### src/rtl/arm_mc_pkg.sv
// arm_mc_pkg: shared types and encodings for the multicycle ARM controller.
// Rev 1.0
`default_nettype none

package arm_mc_pkg;

  typedef enum logic [3:0] {
    S_FETCH  = 4'd0,
    S_DECODE = 4'd1,
    S_MEMADR = 4'd2,
    S_MEMRD  = 4'd3,
    S_MEMWB  = 4'd4,
    S_MEMWR  = 4'd5,
    S_EXECR  = 4'd6,
    S_EXECI  = 4'd7,
    S_ALUWB  = 4'd8,
    S_BRANCH = 4'd9
  } state_t;

  localparam logic [1:0] OP_DP  = 2'b00;
  localparam logic [1:0] OP_MEM = 2'b01;
  localparam logic [1:0] OP_BR  = 2'b10;

  localparam logic [3:0] CMD_AND = 4'b0000;
  localparam logic [3:0] CMD_EOR = 4'b0001;
  localparam logic [3:0] CMD_SUB = 4'b0010;
  localparam logic [3:0] CMD_ADD = 4'b0100;
  localparam logic [3:0] CMD_TST = 4'b1000;
  localparam logic [3:0] CMD_CMP = 4'b1010;
  localparam logic [3:0] CMD_ORR = 4'b1100;
  localparam logic [3:0] CMD_MOV = 4'b1101;

  localparam logic [2:0] ALU_ADD = 3'd0;
  localparam logic [2:0] ALU_SUB = 3'd1;
  localparam logic [2:0] ALU_AND = 3'd2;
  localparam logic [2:0] ALU_ORR = 3'd3;
  localparam logic [2:0] ALU_EOR = 3'd4;
  localparam logic [2:0] ALU_MOV = 3'd5;

  localparam logic [3:0] CC_EQ = 4'b0000;
  localparam logic [3:0] CC_NE = 4'b0001;
  localparam logic [3:0] CC_CS = 4'b0010;
  localparam logic [3:0] CC_CC = 4'b0011;
  localparam logic [3:0] CC_MI = 4'b0100;
  localparam logic [3:0] CC_PL = 4'b0101;
  localparam logic [3:0] CC_VS = 4'b0110;
  localparam logic [3:0] CC_VC = 4'b0111;
  localparam logic [3:0] CC_HI = 4'b1000;
  localparam logic [3:0] CC_LS = 4'b1001;
  localparam logic [3:0] CC_GE = 4'b1010;
  localparam logic [3:0] CC_LT = 4'b1011;
  localparam logic [3:0] CC_GT = 4'b1100;
  localparam logic [3:0] CC_LE = 4'b1101;
  localparam logic [3:0] CC_AL = 4'b1110;

  function automatic logic cond_eval(input logic [3:0] cond, input logic [3:0] nzcv);
    logic n, z, c, v, ok;
    {n, z, c, v} = nzcv;
    ok = 1'b0;
    case (cond)
      CC_EQ: ok = z;
      CC_NE: ok = ~z;
      CC_CS: ok = c;
      CC_CC: ok = ~c;
      CC_MI: ok = n;
      CC_PL: ok = ~n;
      CC_VS: ok = v;
      CC_VC: ok = ~v;
      CC_HI: ok = c & ~z;
      CC_LS: ok = ~c | z;
      CC_GE: ok = (n == v);
      CC_LT: ok = (n != v);
      CC_GT: ok = ~z & (n == v);
      CC_LE: ok = z | (n != v);
      CC_AL: ok = 1'b1;
      default: ok = 1'b0;
    endcase
    return ok;
  endfunction

endpackage

`default_nettype wire

### src/rtl/arm_mc_condlogic.sv
// arm_mc_condlogic: NZCV flag register, condition evaluation and latched CondExR.
// Rev 1.0
`default_nettype none

module arm_mc_condlogic
  import arm_mc_pkg::*;
(
  input  logic       clk,
  input  logic       reset,
  input  logic [3:0] Cond,
  input  logic [3:0] ALUFlags,
  input  logic [1:0] FlagW,
  input  logic       cond_ex_w,
  output logic       CondExR
);

  logic [3:0] flags;
  logic       cond_ex;

  assign cond_ex = cond_eval(Cond, flags);

  // FlagW[1] covers N,Z; FlagW[0] covers C,V
  always_ff @(posedge clk) begin
    if (!reset) begin
      flags   <= 4'b0000;
      CondExR <= 1'b0;
    end else begin
      if (FlagW[1] && CondExR) flags[3:2] <= ALUFlags[3:2];
      if (FlagW[0] && CondExR) flags[1:0] <= ALUFlags[1:0];
      if (cond_ex_w) CondExR <= cond_ex;
    end
  end

endmodule

`default_nettype wire

### src/rtl/arm_mc_controller.sv
// arm_mc_controller: multicycle ARM control FSM; ARM_MC_PERF_EN adds cycle/instruction counters.
// Rev 1.0
`default_nettype none

module arm_mc_controller
  import arm_mc_pkg::*;
#(
  parameter int ALUC_W = 2,
  parameter int CNT_W  = 32
) (
  input  logic              clk,
  input  logic              reset,
  input  logic [19:0]       Instr,
  input  logic [3:0]        ALUFlags,
  output logic              PCWrite,
  output logic              MemWrite,
  output logic              RegWrite,
  output logic              IRWrite,
  output logic              AdrSrc,
  output logic              ALUSrcA,
  output logic [1:0]        ALUSrcB,
  output logic [1:0]        ResultSrc,
  output logic [1:0]        ImmSrc,
  output logic [1:0]        RegSrc,
  output logic [ALUC_W-1:0] ALUControl,
  output logic [CNT_W-1:0]  CycleCount,
  output logic [CNT_W-1:0]  InstrCount
);

  state_t     state, next_state, dec_state;
  logic [1:0] op;
  logic [5:0] funct;
  logic [3:0] rd, cmd;
  logic [2:0] dp_alu;
  logic       dp_valid, no_write, cv_upd;
  logic       irw, pcw_f, regw, memw, branch, alu_dp, flag_en, cond_ex_w;
  logic       cond_ex_r, reg_ok;
  logic [1:0] flag_w;
  logic       unused_instr_bits;

  assign op    = Instr[15:14];
  assign funct = Instr[13:8];
  assign rd    = Instr[7:4];
  assign cmd   = funct[4:1];
  assign unused_instr_bits = ^Instr[3:0];

  always_comb begin
    dp_alu   = ALU_ADD;
    dp_valid = 1'b1;
    no_write = 1'b0;
    cv_upd   = 1'b0;
    case (cmd)
      CMD_ADD: begin dp_alu = ALU_ADD; cv_upd = 1'b1; end
      CMD_SUB: begin dp_alu = ALU_SUB; cv_upd = 1'b1; end
      CMD_AND: dp_alu = ALU_AND;
      CMD_ORR: dp_alu = ALU_ORR;
      CMD_EOR: if (ALUC_W >= 3) dp_alu = ALU_EOR; else dp_valid = 1'b0;
      CMD_CMP: if (ALUC_W >= 3) begin dp_alu = ALU_SUB; no_write = 1'b1; cv_upd = 1'b1; end
               else dp_valid = 1'b0;
      CMD_TST: if (ALUC_W >= 3) begin dp_alu = ALU_AND; no_write = 1'b1; end
               else dp_valid = 1'b0;
      CMD_MOV: if (ALUC_W >= 3) dp_alu = ALU_MOV; else dp_valid = 1'b0;
      default: dp_valid = 1'b0;
    endcase
    if (!dp_valid) begin
      dp_alu   = ALU_ADD;
      no_write = 1'b1;
      cv_upd   = 1'b0;
    end
    // Funct[4:1] only names an ALU command for data-processing instructions
    if (op != OP_DP) no_write = 1'b0;
  end

  always_ff @(posedge clk) begin
    if (!reset) state <= S_FETCH;
    else        state <= next_state;
  end

  // Held in reset, the datapath selects show the FETCH decode
  assign dec_state = reset ? state : S_FETCH;

  always_comb begin
    next_state = S_FETCH;
    irw = 1'b0; pcw_f = 1'b0; regw = 1'b0; memw = 1'b0; branch = 1'b0;
    alu_dp = 1'b0; flag_en = 1'b0; cond_ex_w = 1'b0;
    AdrSrc = 1'b0; ALUSrcA = 1'b0; ALUSrcB = 2'b00; ResultSrc = 2'b00;
    case (dec_state)
      S_FETCH: begin
        next_state = S_DECODE;
        irw = 1'b1; pcw_f = 1'b1;
        ALUSrcA = 1'b1; ALUSrcB = 2'b10; ResultSrc = 2'b10;
      end
      S_DECODE: begin
        ALUSrcA = 1'b1; ALUSrcB = 2'b10; ResultSrc = 2'b10;
        cond_ex_w = 1'b1;
        case (op)
          OP_MEM:  next_state = S_MEMADR;
          OP_DP:   next_state = funct[5] ? S_EXECI : S_EXECR;
          OP_BR:   next_state = S_BRANCH;
          default: next_state = S_FETCH;
        endcase
      end
      S_MEMADR: begin
        ALUSrcB = 2'b01;
        next_state = funct[0] ? S_MEMRD : S_MEMWR;
      end
      S_MEMRD:  begin AdrSrc = 1'b1; next_state = S_MEMWB; end
      S_MEMWB:  begin ResultSrc = 2'b01; regw = 1'b1; end
      S_MEMWR:  begin AdrSrc = 1'b1; memw = 1'b1; end
      S_EXECR:  begin alu_dp = 1'b1; flag_en = 1'b1; next_state = S_ALUWB; end
      S_EXECI:  begin ALUSrcB = 2'b01; alu_dp = 1'b1; flag_en = 1'b1; next_state = S_ALUWB; end
      S_ALUWB:  regw = 1'b1;
      S_BRANCH: begin ALUSrcB = 2'b01; ResultSrc = 2'b10; branch = 1'b1; end
      default:  next_state = S_FETCH;
    endcase
  end

  assign flag_w = {flag_en & funct[0] & dp_valid, flag_en & funct[0] & dp_valid & cv_upd};

  arm_mc_condlogic u_condlogic (
    .clk      (clk),
    .reset    (reset),
    .Cond     (Instr[19:16]),
    .ALUFlags (ALUFlags),
    .FlagW    (flag_w),
    .cond_ex_w(cond_ex_w),
    .CondExR  (cond_ex_r)
  );

  assign reg_ok     = regw & cond_ex_r & ~no_write;
  assign IRWrite    = irw & reset;
  assign MemWrite   = memw & cond_ex_r & reset;
  assign RegWrite   = reg_ok & reset;
  assign PCWrite    = reset & (pcw_f | (branch & cond_ex_r) | ((rd == 4'hF) & reg_ok));
  assign ImmSrc     = op;
  assign RegSrc     = {op == OP_MEM, op == OP_BR};
  assign ALUControl = alu_dp ? ALUC_W'(dp_alu) : '0;

`ifdef ARM_MC_PERF_EN
  logic [CNT_W-1:0] cycle_cnt, instr_cnt;
  logic             retire;

  assign retire = (state != S_FETCH) && (next_state == S_FETCH);

  always_ff @(posedge clk) begin
    if (!reset) begin
      cycle_cnt <= '0;
      instr_cnt <= '0;
    end else begin
      cycle_cnt <= cycle_cnt + CNT_W'(1);
      if (retire) instr_cnt <= instr_cnt + CNT_W'(1);
    end
  end

  assign CycleCount = cycle_cnt;
  assign InstrCount = instr_cnt;
`else
  assign CycleCount = '0;
  assign InstrCount = '0;
`endif

endmodule

`default_nettype wire

### config.mk
export PLATFORM = sky130hd
export DESIGN_NAME = arm_mc_controller
export DESIGN_NICKNAME = d
export VERILOG_FILES = /design/src/rtl/arm_mc_pkg.sv /design/src/rtl/arm_mc_condlogic.sv /design/src/rtl/arm_mc_controller.sv
export SDC_FILE = /design/constraint.sdc
export NUM_CORES = 1
export LEC_CHECK = 0
export CORE_MARGIN = 3
export CORE_UTILIZATION = 34
export CTS_CLUSTER_SIZE = 40
export DETAILED_ROUTE_END_ITERATION = 10
export HOLD_SLACK_MARGIN = 0.1
export PLACE_DENSITY = 0.83
export SYNTH_ARGS = -nofsm -noshare
export SYNTH_HDL_FRONTEND = slang
export SYNTH_SLANG_ARGS = --single-unit
### constraint.sdc
create_clock -name clk -period 2.2 [get_ports clk]
set_input_delay 0.66 -clock clk [delete_from_list [all_inputs] [get_ports clk]]
set_output_delay 0.66 -clock clk [all_outputs]
set_load 0.02 [all_outputs]
* Word level (Yosys, flattened, before mapping)
Cells that the tools add are included.
Storage, ports and cells: bits in registers 9, output and inout port bits 80, logic and storage cells 97
Operators by class: equal/unequal tests 31, muxes and demuxes 24, bitwise operators 23, reduce and logical (&&, ||, !) cells 15
Operator list (number):
- == test 4 bit (second input constant) | 11
- == test 4 x 3 -> 1 bit (second input constant) | 9
- == test 4 x 2 -> 1 bit (second input constant) | 5
- case mux 4 bit (5 select lines) | 1
- case mux 1 bit (15 select lines) | 1
- bitwise AND 1 bit | 14
- 2-to-1 mux 1 bit | 14
- logical NOT 4 bit | 3
- case mux 4 bit (3 select lines) | 1
- OR reduction 2 bit | 5
- == test 4 x 1 -> 1 bit (second input constant) | 2
- case mux 2 bit (2 select lines) | 2
- case mux 2 bit (3 select lines) | 1
- OR reduction 3 bit | 2
- NOT 1 bit | 5
- 2-to-1 mux 2 bit | 2
- 2-to-1 mux 4 bit | 1
- OR 1 bit | 4
- OR reduction 4 bit | 1
- 2-to-1 mux 3 bit | 1
- == test 2 x 1 -> 1 bit (second input constant) | 1
- == test 2 bit (second input constant) | 1
- logical AND 1 bit | 2
- logical NOT 2 bit | 1
- other kinds (3) | 3

* Depth between registers and ports, before layout
depth in word-level cells 10, depth in mapped cells 6, depth with buffers taken out 5

* Cells and area by module
Synthesis repeated with hierarchy kept, for this count alone.
Second synthesis, totals: cells, all modules 185, area total of the unflattened synthesis 1378.8 µm²
By module, submodules not included:
- arm_mc_controller | times used 1, cells an instance 137, area an instance 980.9 µm²
- arm_mc_condlogic | times used 1, cells an instance 48, area an instance 397.9 µm²

* Worst setup path before layout
OpenSTA, ideal clock, no wires.
kind input -> output, from input port reset, to output port ALUControl[1], data arrival time 1650 ps, data required time 1540 ps, path slack -110 ps, stages 3, cells stage by stage nor2b_4 > nand4b_1 > nor4_1
On the way: word-level cells in the longest chain between the ends 5
RTL lines:
- start: declaration | line arm_mc_controller.sv:12 | input logic reset,
- 2-to-1 mux 4 bit * | line arm_mc_controller.sv:80 | assign dec_state = reset ? state : S_FETCH;
- == test 4 x 3 -> 1 bit | line arm_mc_controller.sv:87 | case (dec_state)
- OR reduction 2 bit (no line) *
- 2-to-1 mux 1 bit * | line arm_mc_controller.sv:87
- 2-to-1 mux 2 bit * | line arm_mc_controller.sv:137 | assign ALUControl = alu_dp ? ALUC_W'(dp_alu) : '0;
- end: declaration | line arm_mc_controller.sv:25 | output logic [ALUC_W-1:0] ALUControl,
Mark *: on every way between the ends. The rest lies on a longest branch, timed or not.

* Worst setup path after layout
from input port Instr[12], to output port PCWrite
On the way: word-level cells in the longest chain between the ends 10
RTL lines:
- start: declaration | line arm_mc_controller.sv:13 | input logic [19:0] Instr,
- == test 4 x 2 -> 1 bit, or another cell as far along | line arm_mc_controller.sv:52 | case (cmd)
- OR reduction 4 bit (no line) *
- 2-to-1 mux 1 bit *
- 2-to-1 mux 1 bit * | line arm_mc_controller.sv:65 | if (!dp_valid) begin
- 2-to-1 mux 1 bit * | line arm_mc_controller.sv:71 | if (op != OP_DP) no_write = 1'b0;
- NOT 1 bit * | line arm_mc_controller.sv:130 | assign reg_ok = regw & cond_ex_r & ~no_write;
- bitwise AND 1 bit * | line arm_mc_controller.sv:130
- bitwise AND 1 bit * | line arm_mc_controller.sv:134 | assign PCWrite = reset & (pcw_f | (branch & cond_ex_r) | ((rd == 4'hF) & reg_ok));
- OR 1 bit * | line arm_mc_controller.sv:134
- bitwise AND 1 bit * | line arm_mc_controller.sv:134
- end: declaration | line arm_mc_controller.sv:15 | output logic PCWrite,
Marks and branches as above.

==> run metrics <==
status complete, but fails checks; failing checks setup timing; GRT Resource Usage Total 13.0%; Pre-Repair DR Iteration Count 4; die area 0.00475 sq mm; die height around 70 um; CTS tree done; Max-Cap Viols 0; P_leak ~0.90 nW; Final Wtd Congestion around 0.91; Rows 22; Filler Cell Count 389; CP required around 1.5 ns; worst-path cell chain buf_6, nor2b_4, a211oi_2, o31a_2, nand2_2, a21boi_4, buf_6; global route total overflow 0; initial core utilization between 30 and 40%; Total Power approximately 700 uW; crit start category input pin; CP Capture Type output port; worst-path fanout max 2; sequential element share of the synthesized area between 10% and 20%; DRT iter0 DRCs 27; CTS Buf Count 3; crit path from Instr[12]; Clock Latency Late Sink roughly 0.23 ns; PwrDens a little under 400 mW/mm^2; average size of a mapped cell ~7.4 sq um; DR vias ~1200; Final Hold Viols 0; I/O pin count approximately 110; Root Buffer clkbuf_8; setup ws final -0.0388 ns; port bufs 37; Setup CP Type in -> out; P&R area growth vs syn 29.2%; DP Cell Count 284; VDD IR-drop max approximately 0.24 mV; Final ANT Viol Nets 0; diode count 0; commonest cells after routing, fill and taps aside 64 x conb_1, 30 x buf_4, 12 x nor2_1, 10 x nor2b_1, 10 x clkdlybuf4s50_1; Min-Delay Path Class reg -> reg; fraction of layout cells with a size suffix above 1 between 20% and 30%; drt drc 0; most frequent CP cell buf_6; vias in the first global route between 1000 and 1500; Final period util 102%; Worst Setup EP PCWrite; Die X approximately 70 um; WP data arrival 1.58 ns; DR vias/cell around 4.2; # H-tree levels 1; final WL 3170 um; Ys Warns 0; post-DP HPWL between 2000 and 3000 um; commonest non-fill, non-tap cell in the layout conb_1; Synth Instances 183; reg-to-reg slack, setup around 0.60 ns; Period minus WS final ~2.2 ns; end of the worst register-to-register path u_condlogic.CondExR; Avg WL per Cell about 11 um; Core Region roughly 0.0037 sq mm; reg2reg path depth 8; Layout Nets 270; initial antenna violation count 0; non-filler cells, final between 200 and 300; crit-path max cell delay 0.19 ns; Netlist cell types 43; Clock transition at path regs about 0.040 ns; Clock Skews between 0.004 and 0.005 ns; Crit-path slowest cell a211oi_2; clock sink count 9; final setup vio count 1; hold_buf cts 0; mapped cell area 0.00135 sq mm; #FFs+latches synth 9; first-pass GRT wire length around 4800 um; Max Clock Freq roughly 450 MHz; RR Startpoint state[3]; RSZ-0062 raised after global routing yes; Max clock buf depth 2; Final Max Slew Viols 0; Post-Place Worst Slack -0.939 ns; largest net degree at the start of global routing 15
per-layer routing:
layer / track usage (%) / wire length (um) / vias up / share of wire (%)
met2: 23.6 / 1650 / 48 / 52
met1: 15.4 / 1270 / 551 / 40
li1: - / - / 611 / -
met3: 2.59 / 225 / 4 / 7.1
met5: 0 / 0 / - / 0
met4: 3.65 / 30 / 0 / 0.95
sequential cells by signal, summed over array words and instances (netlist names):
register and cells:
state 4, u_condlogic.flags 4, u_condlogic.CondExR 1
where the power goes:
group,leakage (nW),switching [mW],internal [mW]
clock network,0.0228,0.0658,0.126
registers,0.0731,0.00381,0.169
logic,0.799,0.203,0.117
cells in the mapped netlist:
library cell / number / share of area, %
buf_4: 67 / 37
nand2b_1: 4 / 1.9
a21boi_1: 2 / 1.1
nand3_1: 2 / 0.74
o32ai_1: 1 / 0.65
o311ai_0: 1 / 0.65
clkbuf_2: 1 / 0.37
buf_6: 1 / 0.84
o41ai_1: 1 / 0.65
buf_2: 2 / 0.74
nor4_1: 1 / 0.46
o31a_2: 1 / 0.74
o311a_1: 1 / 0.74
nand2_1: 9 / 2.5
nor2b_2: 1 / 0.65
nand4b_1: 1 / 0.65
nand4_1: 1 / 0.46
and4_4: 1 / 0.84
nand3b_1: 1 / 0.56
a21oi_1: 9 / 3.3
and4_1: 1 / 0.65
nor2b_4: 1 / 1.0
nor2_1: 12 / 3.3
clkbuf_1: 1 / 0.28
conb_1: 1 / 0.28
or2_1: 1 / 0.46
dfxtp_1: 9 / 13
and3_1: 4 / 1.9
o21ai_1: 2 / 0.74
xor2_1: 3 / 2.0
a211oi_2: 1 / 0.93
a31oi_1: 1 / 0.46
o22a_1: 1 / 0.65
nor2b_1: 10 / 4.6
or4_1: 1 / 0.56
o31ai_1: 3 / 1.7
o21ai_0: 6 / 2.2
inv_1: 4 / 1.1
nor3_1: 3 / 1.1
mux2i_1: 4 / 3.0
nor3b_1: 2 / 1.1
xnor2_1: 3 / 2.0
a211o_1: 1 / 0.65
cell type report:
class	instances	area, sq um	share of cell area, %
clock buffer	4	45.0	2.59
inverter	4	15.0	0.863
multi-input combinational	161	885	50.9
sequential	9	180	10.4
tap	48	60.1	3.45
timing repair buffer	65	554	31.9
what timing repair did:
item / in CTS / in global routing
endpoints found under the setup margin: 16 / 8
pin swaps: 4 / 6
buffers inserted: 1 / 2
gates resized for setup: 65 / 14
cells by family after synthesis:
group	count (synthesis)	share of synthesized area [%]
buffers and inverters	76	40.7
AND/OR/NAND/NOR	56	23.5
AO/OA/AOI/OAI	31	15.2
flip-flops	9	13.4
XOR/XNOR	6	3.90
multiplexers	4	2.97
other	1	0.279
worst max-delay path: cells and delay by family:
family / cells / cell delay (ns)
AOI/OAI and AO/OA: 3 / 0.52
buffers and inverters: 2 / 0.22
and+or+nand+nor: 2 / 0.18
how the worst min path moves through the flow:
stage / startpoint / to / slack (ns) / cells past startpoint
after floorplan: u_condlogic.flags[0] / u_condlogic.flags[0] / 0.54 / 2
after global placement: u_condlogic.flags[0] / u_condlogic.flags[0] / 0.56 / 2
after detailed placement: u_condlogic.flags[3] / u_condlogic.flags[3] / 0.57 / 2
after CTS: u_condlogic.flags[0] / u_condlogic.flags[0] / 0.58 / 2
after global routing: u_condlogic.flags[1] / u_condlogic.flags[1] / 0.61 / 2
final: u_condlogic.flags[0] / u_condlogic.flags[0] / 0.58 / 2
through the flow:
step | setup TNS, ns | utilization (%) | cell area [sq um] | hold slack, ns
2_1_floorplan | 0 | - | 1600 | 0.539
3_3_place_gp | -9.95 | 45.0 | 1690 | 0.556
3_5_place_dp | -10.33 | 45.0 | 1690 | 0.575
4_1_cts | -0.123 | 45.9 | 1720 | 0.581
5_1_grt | -0.120 | 46.5 | 1740 | 0.607
6_report | -0.0388 | 46.5 | 1740 | 0.578
(Power assumes the default switching activity.)
